==> config.mk <==
export PLATFORM = sky130hd
export DESIGN_NAME = spi_wrapper
export DESIGN_NICKNAME = d
export VERILOG_FILES = /design/src/rtl/spi_pkg.sv /design/src/rtl/spi_wrapper_if.sv /design/src/rtl/spi_ram.sv /design/src/rtl/spi_wrapper.sv
export SDC_FILE = /design/constraint.sdc
export NUM_CORES = 2
export LEC_CHECK = 0
export ABC_AREA = 1
export ABC_CLOCK_PERIOD_IN_PS = 6100
export BUFFER_PORTS_ARGS = -buffer_cell sky130_fd_sc_hd__buf_2
export CAP_MARGIN = 20
export CORE_UTILIZATION = 35
export DETAILED_ROUTE_END_ITERATION = 7
export GPL_TIMING_DRIVEN = 0
export SLEW_MARGIN = 20
export SYNTH_ARGS = -nofsm -noshare
export SYNTH_HDL_FRONTEND = slang
export SYNTH_SLANG_ARGS = --single-unit
==> constraint.sdc <==
create_clock -name clk -period 6.1 [get_ports clk]
set_clock_uncertainty 0.15 [all_clocks]
set_input_delay 1.22 -clock clk [delete_from_list [all_inputs] [get_ports clk]]
set_output_delay 1.22 -clock clk [all_outputs]
set_load 0.03 [all_outputs]
==> src/rtl/spi_pkg.sv <==
// Shared definitions for the SPI slave and its RAM: FSM states, command codes and defaults.
// Ports: none (package).
// Latency/backpressure: not applicable.
package spi_pkg;

   localparam int MEM_DEPTH_DEF = 256;
   localparam int ADDR_SIZE_DEF = 8;

   // Frame length after the select bit: 2 command bits + 8 payload bits.
   localparam logic [3:0] FRAME_LEN = 4'd10;

   typedef enum logic [2:0] {
      IDLE      = 3'd0,
      CHK_CMD   = 3'd1,
      WRITE     = 3'd2,
      READ_ADD  = 3'd3,
      READ_DATA = 3'd4
   } state_e;

   typedef enum logic [1:0] {
      CMD_WR_ADDR = 2'b00,
      CMD_WR_DATA = 2'b01,
      CMD_RD_ADDR = 2'b10,
      CMD_RD_DATA = 2'b11
   } cmd_e;

endpackage

==> src/rtl/spi_wrapper_if.sv <==
// Link between the SPI slave front end (master side) and the RAM (slave side).
// Ports: rx_data/rx_valid carry a completed frame; dout/tx_valid return read data.
// Latency/backpressure: no backpressure; rx_valid and tx_valid are single-cycle pulses.
interface spi_wrapper_if;

   logic [9:0] rx_data;
   logic       rx_valid;
   logic [7:0] dout;
   logic       tx_valid;

   modport master (output rx_data, output rx_valid, input dout, input tx_valid);
   modport slave  (input rx_data, input rx_valid, output dout, output tx_valid);

endinterface

==> src/rtl/spi_ram.sv <==
// Single-port RAM decoding SPI frame commands: latch write/read address, write data, read data.
// Ports: clk, rst (sync, active-high); bus (slave side of spi_wrapper_if).
// Latency: dout/tx_valid one cycle after rx_valid; no backpressure, contents survive reset.
module spi_ram
   import spi_pkg::*;
#(
   parameter int MEM_DEPTH = MEM_DEPTH_DEF,
   parameter int ADDR_SIZE = ADDR_SIZE_DEF
) (
   input  logic          clk,
   input  logic          rst,
   spi_wrapper_if.slave  bus
);

   logic [7:0]           mem [MEM_DEPTH];
   logic [ADDR_SIZE-1:0] wr_addr_q, wr_addr_d;
   logic [ADDR_SIZE-1:0] rd_addr_q, rd_addr_d;
   logic [7:0]           dout_q, dout_d;
   logic                 tx_valid_q, tx_valid_d;
   logic                 mem_we;

   always_comb begin
      wr_addr_d  = wr_addr_q;
      rd_addr_d  = rd_addr_q;
      dout_d     = dout_q;
      tx_valid_d = 1'b0;
      mem_we     = 1'b0;
      if (bus.rx_valid) begin
         case (bus.rx_data[9:8])
            CMD_WR_ADDR: wr_addr_d = bus.rx_data[ADDR_SIZE-1:0];
            CMD_WR_DATA: mem_we    = 1'b1;
            CMD_RD_ADDR: rd_addr_d = bus.rx_data[ADDR_SIZE-1:0];
            default: begin
               // Read uses the previously latched address; payload bits are don't-care.
               dout_d     = mem[rd_addr_q];
               tx_valid_d = 1'b1;
            end
         endcase
      end
   end

   always_ff @(posedge clk) begin
      if (rst) begin
         wr_addr_q  <= '0;
         rd_addr_q  <= '0;
         dout_q     <= '0;
         tx_valid_q <= 1'b0;
      end else begin
         wr_addr_q  <= wr_addr_d;
         rd_addr_q  <= rd_addr_d;
         dout_q     <= dout_d;
         tx_valid_q <= tx_valid_d;
      end
   end

   // Storage has no reset; reset only suppresses a write landing on the same edge.
   always_ff @(posedge clk) begin
      if (mem_we && !rst) begin
         mem[wr_addr_q] <= bus.rx_data[7:0];
      end
   end

   assign bus.dout     = dout_q;
   assign bus.tx_valid = tx_valid_q;

endmodule

==> src/rtl/spi_wrapper.sv <==
// SPI slave: select bit + 10-bit MSB-first frames drive a RAM; read data shifted out on MISO.
// Ports: clk, rst_n (sync, active-high), SS_n (active-low select), MOSI in, MISO out (registered).
// Latency: rx_valid 1 cycle after 10th bit, MISO MSB 2 cycles after that; no backpressure.
module spi_wrapper
   import spi_pkg::*;
#(
   parameter int MEM_DEPTH = MEM_DEPTH_DEF,
   parameter int ADDR_SIZE = ADDR_SIZE_DEF
) (
   input  logic clk,
   input  logic rst_n,
   input  logic SS_n,
   input  logic MOSI,
   output logic MISO
);

   state_e     state_q, state_d;
   logic [3:0] bit_cnt_q, bit_cnt_d;
   logic [9:0] rx_data_q, rx_data_d;
   logic       rx_valid_q, rx_valid_d;
   logic       rd_addr_flag_q, rd_addr_flag_d;
   logic [2:0] tx_cnt_q, tx_cnt_d;
   logic [2:0] tx_idx;
   logic       miso_q, miso_d;

   spi_wrapper_if u_bus ();

   assign u_bus.rx_data  = rx_data_q;
   assign u_bus.rx_valid = rx_valid_q;

   spi_ram #(
      .MEM_DEPTH (MEM_DEPTH),
      .ADDR_SIZE (ADDR_SIZE)
   ) u_ram (
      .clk (clk),
      .rst (rst_n),
      .bus (u_bus)
   );

   assign tx_idx = tx_cnt_q - 3'd1;

   always_comb begin
      state_d        = state_q;
      bit_cnt_d      = bit_cnt_q;
      rx_data_d      = rx_data_q;
      rx_valid_d     = 1'b0;
      rd_addr_flag_d = rd_addr_flag_q;
      tx_cnt_d       = tx_cnt_q;
      miso_d         = 1'b0;

      if (SS_n) begin
         state_d   = IDLE;
         bit_cnt_d = '0;
         tx_cnt_d  = '0;
      end else begin
         case (state_q)
            IDLE:    state_d = CHK_CMD;
            CHK_CMD: begin
               bit_cnt_d = '0;
               if (!MOSI)              state_d = WRITE;
               else if (rd_addr_flag_q) state_d = READ_DATA;
               else                     state_d = READ_ADD;
            end
            WRITE, READ_ADD, READ_DATA: begin
               // Counter parks at FRAME_LEN so trailing bits are dropped until SS_n rises.
               if (bit_cnt_q != FRAME_LEN) begin
                  rx_data_d = {rx_data_q[8:0], MOSI};
                  bit_cnt_d = bit_cnt_q + 4'd1;
                  if (bit_cnt_q == FRAME_LEN - 4'd1) begin
                     rx_valid_d = 1'b1;
                     if (state_q == READ_ADD)  rd_addr_flag_d = 1'b1;
                     if (state_q == READ_DATA) rd_addr_flag_d = 1'b0;
                  end
               end
            end
            default: state_d = IDLE;
         endcase

         // MSB leaves on the tx_valid edge; tx_cnt then counts the remaining 7 bits.
         if (u_bus.tx_valid) begin
            miso_d   = u_bus.dout[7];
            tx_cnt_d = 3'd7;
         end else if (tx_cnt_q != 3'd0) begin
            miso_d   = u_bus.dout[tx_idx];
            tx_cnt_d = tx_cnt_q - 3'd1;
         end
      end
   end

   always_ff @(posedge clk) begin
      if (rst_n) begin
         state_q        <= IDLE;
         bit_cnt_q      <= '0;
         rx_data_q      <= '0;
         rx_valid_q     <= 1'b0;
         rd_addr_flag_q <= 1'b0;
         tx_cnt_q       <= '0;
         miso_q         <= 1'b0;
      end else begin
         state_q        <= state_d;
         bit_cnt_q      <= bit_cnt_d;
         rx_data_q      <= rx_data_d;
         rx_valid_q     <= rx_valid_d;
         rd_addr_flag_q <= rd_addr_flag_d;
         tx_cnt_q       <= tx_cnt_d;
         miso_q         <= miso_d;
      end
   end

   assign MISO = miso_q;

endmodule

==> reports/metrics.cfg <==
[run_status]
status = completed

[clock_tree]
post_cts_buffers = 0
cts_tree = done
insertion_delay_ns = 0.90
cts_buffer_depth = 3
cts-hold-fix-buffers = 0
clk_pin_slew_ns = 0.06
cts.sinks = 2096
htreeDepth = 4
numCtsBuffers = 209
root_buffer = clkbuf_16
cts_resized = 0

[sta]
worst_slew_pin_slew_ns = 1.33
rsz0062_at_grt = no
hold_ws_ns = 0.329
fmax_mhz = 226
max_slew_margin = 0.115
finalSetupViolations = 0
drv_slew = 0
fin_tns_setup_ns = 0
period_needed_ns = 4.43
hold_violations = 0
min_period_over_period = 0.726

[yosys]
yosys-top-cells-count = 2139 x nand2_1, 2048 x edfxtp_1, 2030 x nand3_1, 312 x nor2_1, 266 x buf_2
synth_cell_type_count = 27
yosys_warnings = 0
synth.most_common_cell = nand2_1
synth-async-reset-ratio = 0
synth_nets = 7247
synth_top_area_share = 0.722
syn_inst = 7238
synth_area_sq_um = 85200
synth_top_cell_by_area = edfxtp_1
synth_edf_count = 2048
ys_ff_latch = 2096
ys_top_cells_by_area = edfxtp_1 72%, nand3_1 12%, nand2_1 9.4%, buf_2 1.6%, nor2_1 1.4%
synth_seq_area_share = 0.733
synth.avg_cell_area_sq_um = 11.8
synthFlopType = edfxtp_1

[critical_path]
path_delay_family = buffers and inverters
worstSetupPathType = reg -> reg
cp.buffers_inverters = 5
endpoint_kind = register
rr_worst_depth = 14
crit_slowest_cell = buf_1
arrival_ns = 5.06
worst_path_largest_cell_delay_ns = 0.61
worstPathRequired_ns = 6.73
crit_chain = clkbuf_1, clkinv_1, buf_2, buf_1, nand3_1, nand3_1, nand3_1, nand3_1, nand3_1, nand2_1, nand2_1, nand3_1, nand2_1, inv_1
start_kind = register
cp_num_cells = 14
cp_common_cell = nand3_1
critPathLaunch = u_ram.rd_addr_q[2]
cp_max_fo = 10
worstReg2RegStart = u_ram.rd_addr_q[2]

[grt]
antenna_found_initial = 9
gr-total-overflow = 0
grt_max_degree = 66
grt_pass1_wl_microns = 453000
grt_pass1_vias = 57322
grt_usage = 0.265

[route]
routedWlPerCell_microns = 30.6
vias = 63167
via_per_inst = 5.81
first_pass_iters = 8
drcViolationCount = 0
first_iter_violations = 11189
wirelength_microns = 333000
ant_nets = 0

[power_and_ir_drop]
power_leakage_nw = 35.0
seqPwrFrac = 0.543
power_mw = 28.9
power.switching_mw = 5.95
p_comb_frac = 0.007
swShare = 0.206
power.density_nw_per_um2 = 298
p_int_mw = 23.0
pwr-share-clk = 0.450
ir_drop_mv = 0.312

[floorplan]
die-area_sq_um = 245000
std_cell_rows = 180
core_sq_um = 241000
initial_core_util = 0.353
ios = 5
die_y_microns = 495
die_w_microns = 495

[place]
dpl.hpwl_microns = 233000
io_buffer_count = 3
gp_congestion = 1.05

[run]
drv_cap = 0

[finish]
layout-drive-gt1-share = 0.0973
area_growth_syn_to_layout_pct = 14.0
nNetsFinal = 7507

[worst_hold_path]
hold_path_depth = 1
worstHoldStart = state_q[2]
hold_class = reg -> reg

## power groups by stage
stage          clock network [mW]  logic [mW]  registers [mW]
5_1_grt                      13.5       0.194            15.7
3_3_place_gp                    0      0.0239            16.2
3_5_place_dp                    0       0.184            16.0
2_1_floorplan                   0      0.0167            16.1
4_1_cts                      13.0       0.184            15.7
6_report                     13.0       0.189            15.7
## per-stage QoR
step	instance area [sq um]	instances	setup slack, ns	util
2_1_floorplan	85200	7238	1.65	-
3_3_place_gp	89200	10426	-4.23	0.370
3_5_place_dp	90300	10469	1.04	0.374
4_1_cts	97100	10859	1.95	0.403
5_1_grt	97200	10862	1.83	0.403
6_report	97200	10865	1.67	0.403
## worst register-to-register path, cell delays in order (launching register included)
cell and delay, ns:
dfxtp_1 0.30, clkbuf_1 0.43, clkinv_1 0.52, buf_2 0.45
buf_1 0.62, nand3_1 0.28, nand3_1 0.30, nand3_1 0.20
nand3_1 0.12, nand3_1 0.22, nand2_1 0.08, nand2_1 0.09
nand3_1 0.33, nand2_1 0.18, inv_1 0.05
## cells in the final DEF, fill, tap and decap left out, drive strengths merged
master / instances
inv: 74
o21ai: 35
and3: 1
nand3b: 1
a21oi: 32
nor3: 9
clkinvlp: 7
buf: 420
o21a: 5
clkinv: 98
xor2: 1
bufinv: 19
dfxtp: 48
a221oi: 1
nand2: 2139
diode: 3
nor4: 2
o211ai: 2
a211oi: 1
edfxtp: 2048
clkbuf: 387
ha: 5
nand3: 2030
nor2: 312
## path summary, 6_finish.rpt
path                            slack (ns)           endpoint
worst min-delay path                  0.33         state_q[0]
worst min register to register        0.33         state_q[0]
worst max register to register        1.67  u_ram.bus.dout[6]
worst max-delay path                  1.67  u_ram.bus.dout[6]
## cell type report
| type | count | area [sq um] |
|---|---|---|
| diodes | 3 | 7.51 |
| plain buffers | 491 | 2580 |
| clock buffers | 267 | 5550 |
| clock inverters | 123 | 1250 |
| fillers | 22649 | 144000 |
| inverters | 75 | 287 |
| multi-input cells | 4576 | 20000 |
| flip-flops and latches | 2096 | 62500 |
| well taps | 3185 | 3990 |
| repair buffers | 49 | 1020 |
## routing by layer
| metal | GRT usage | vias to the layer above | wire length, microns |
|---|---|---|---|
| li1 | - | 26210 | - |
| met3 | 0.0740 | 932 | 45900 |
| met1 | 0.357 | 31105 | 124000 |
| met2 | 0.388 | 4908 | 142000 |
| met5 | 0 | - | 80 |
| met4 | 0.143 | 12 | 20200 |
## cell families (layout without fill, tap and decap cells)
| family | count (synthesis) | in the layout | share of synthesized area |
|---|---|---|---|
| flops | 2096 | 2096 | 0.733 |
| xor+xnor | 1 | 1 | 0.000103 |
| simple gates | 4494 | 4494 | 0.228 |
| fa+ha+maj | 5 | 5 | 0.000734 |
| buf+inv | 566 | 1005 | 0.0334 |
| other cells | 0 | 3 | 0 |
| compound gates | 76 | 76 | 0.00474 |
## flip-flops by register name (all words and copies together), names as in the netlist
register and count:
u_ram.mem 2048, u_ram.wr_addr_q 8, rd_addr_flag_q 1, MISO 1
u_ram.rd_addr_q 8, rx_data_q 10, state_q 3, bit_cnt_q 4
tx_cnt_q 3, u_ram.bus.dout 8, rx_valid_q 1, u_ram.bus.tx_valid 1
(Power assumes the default switching activity.)
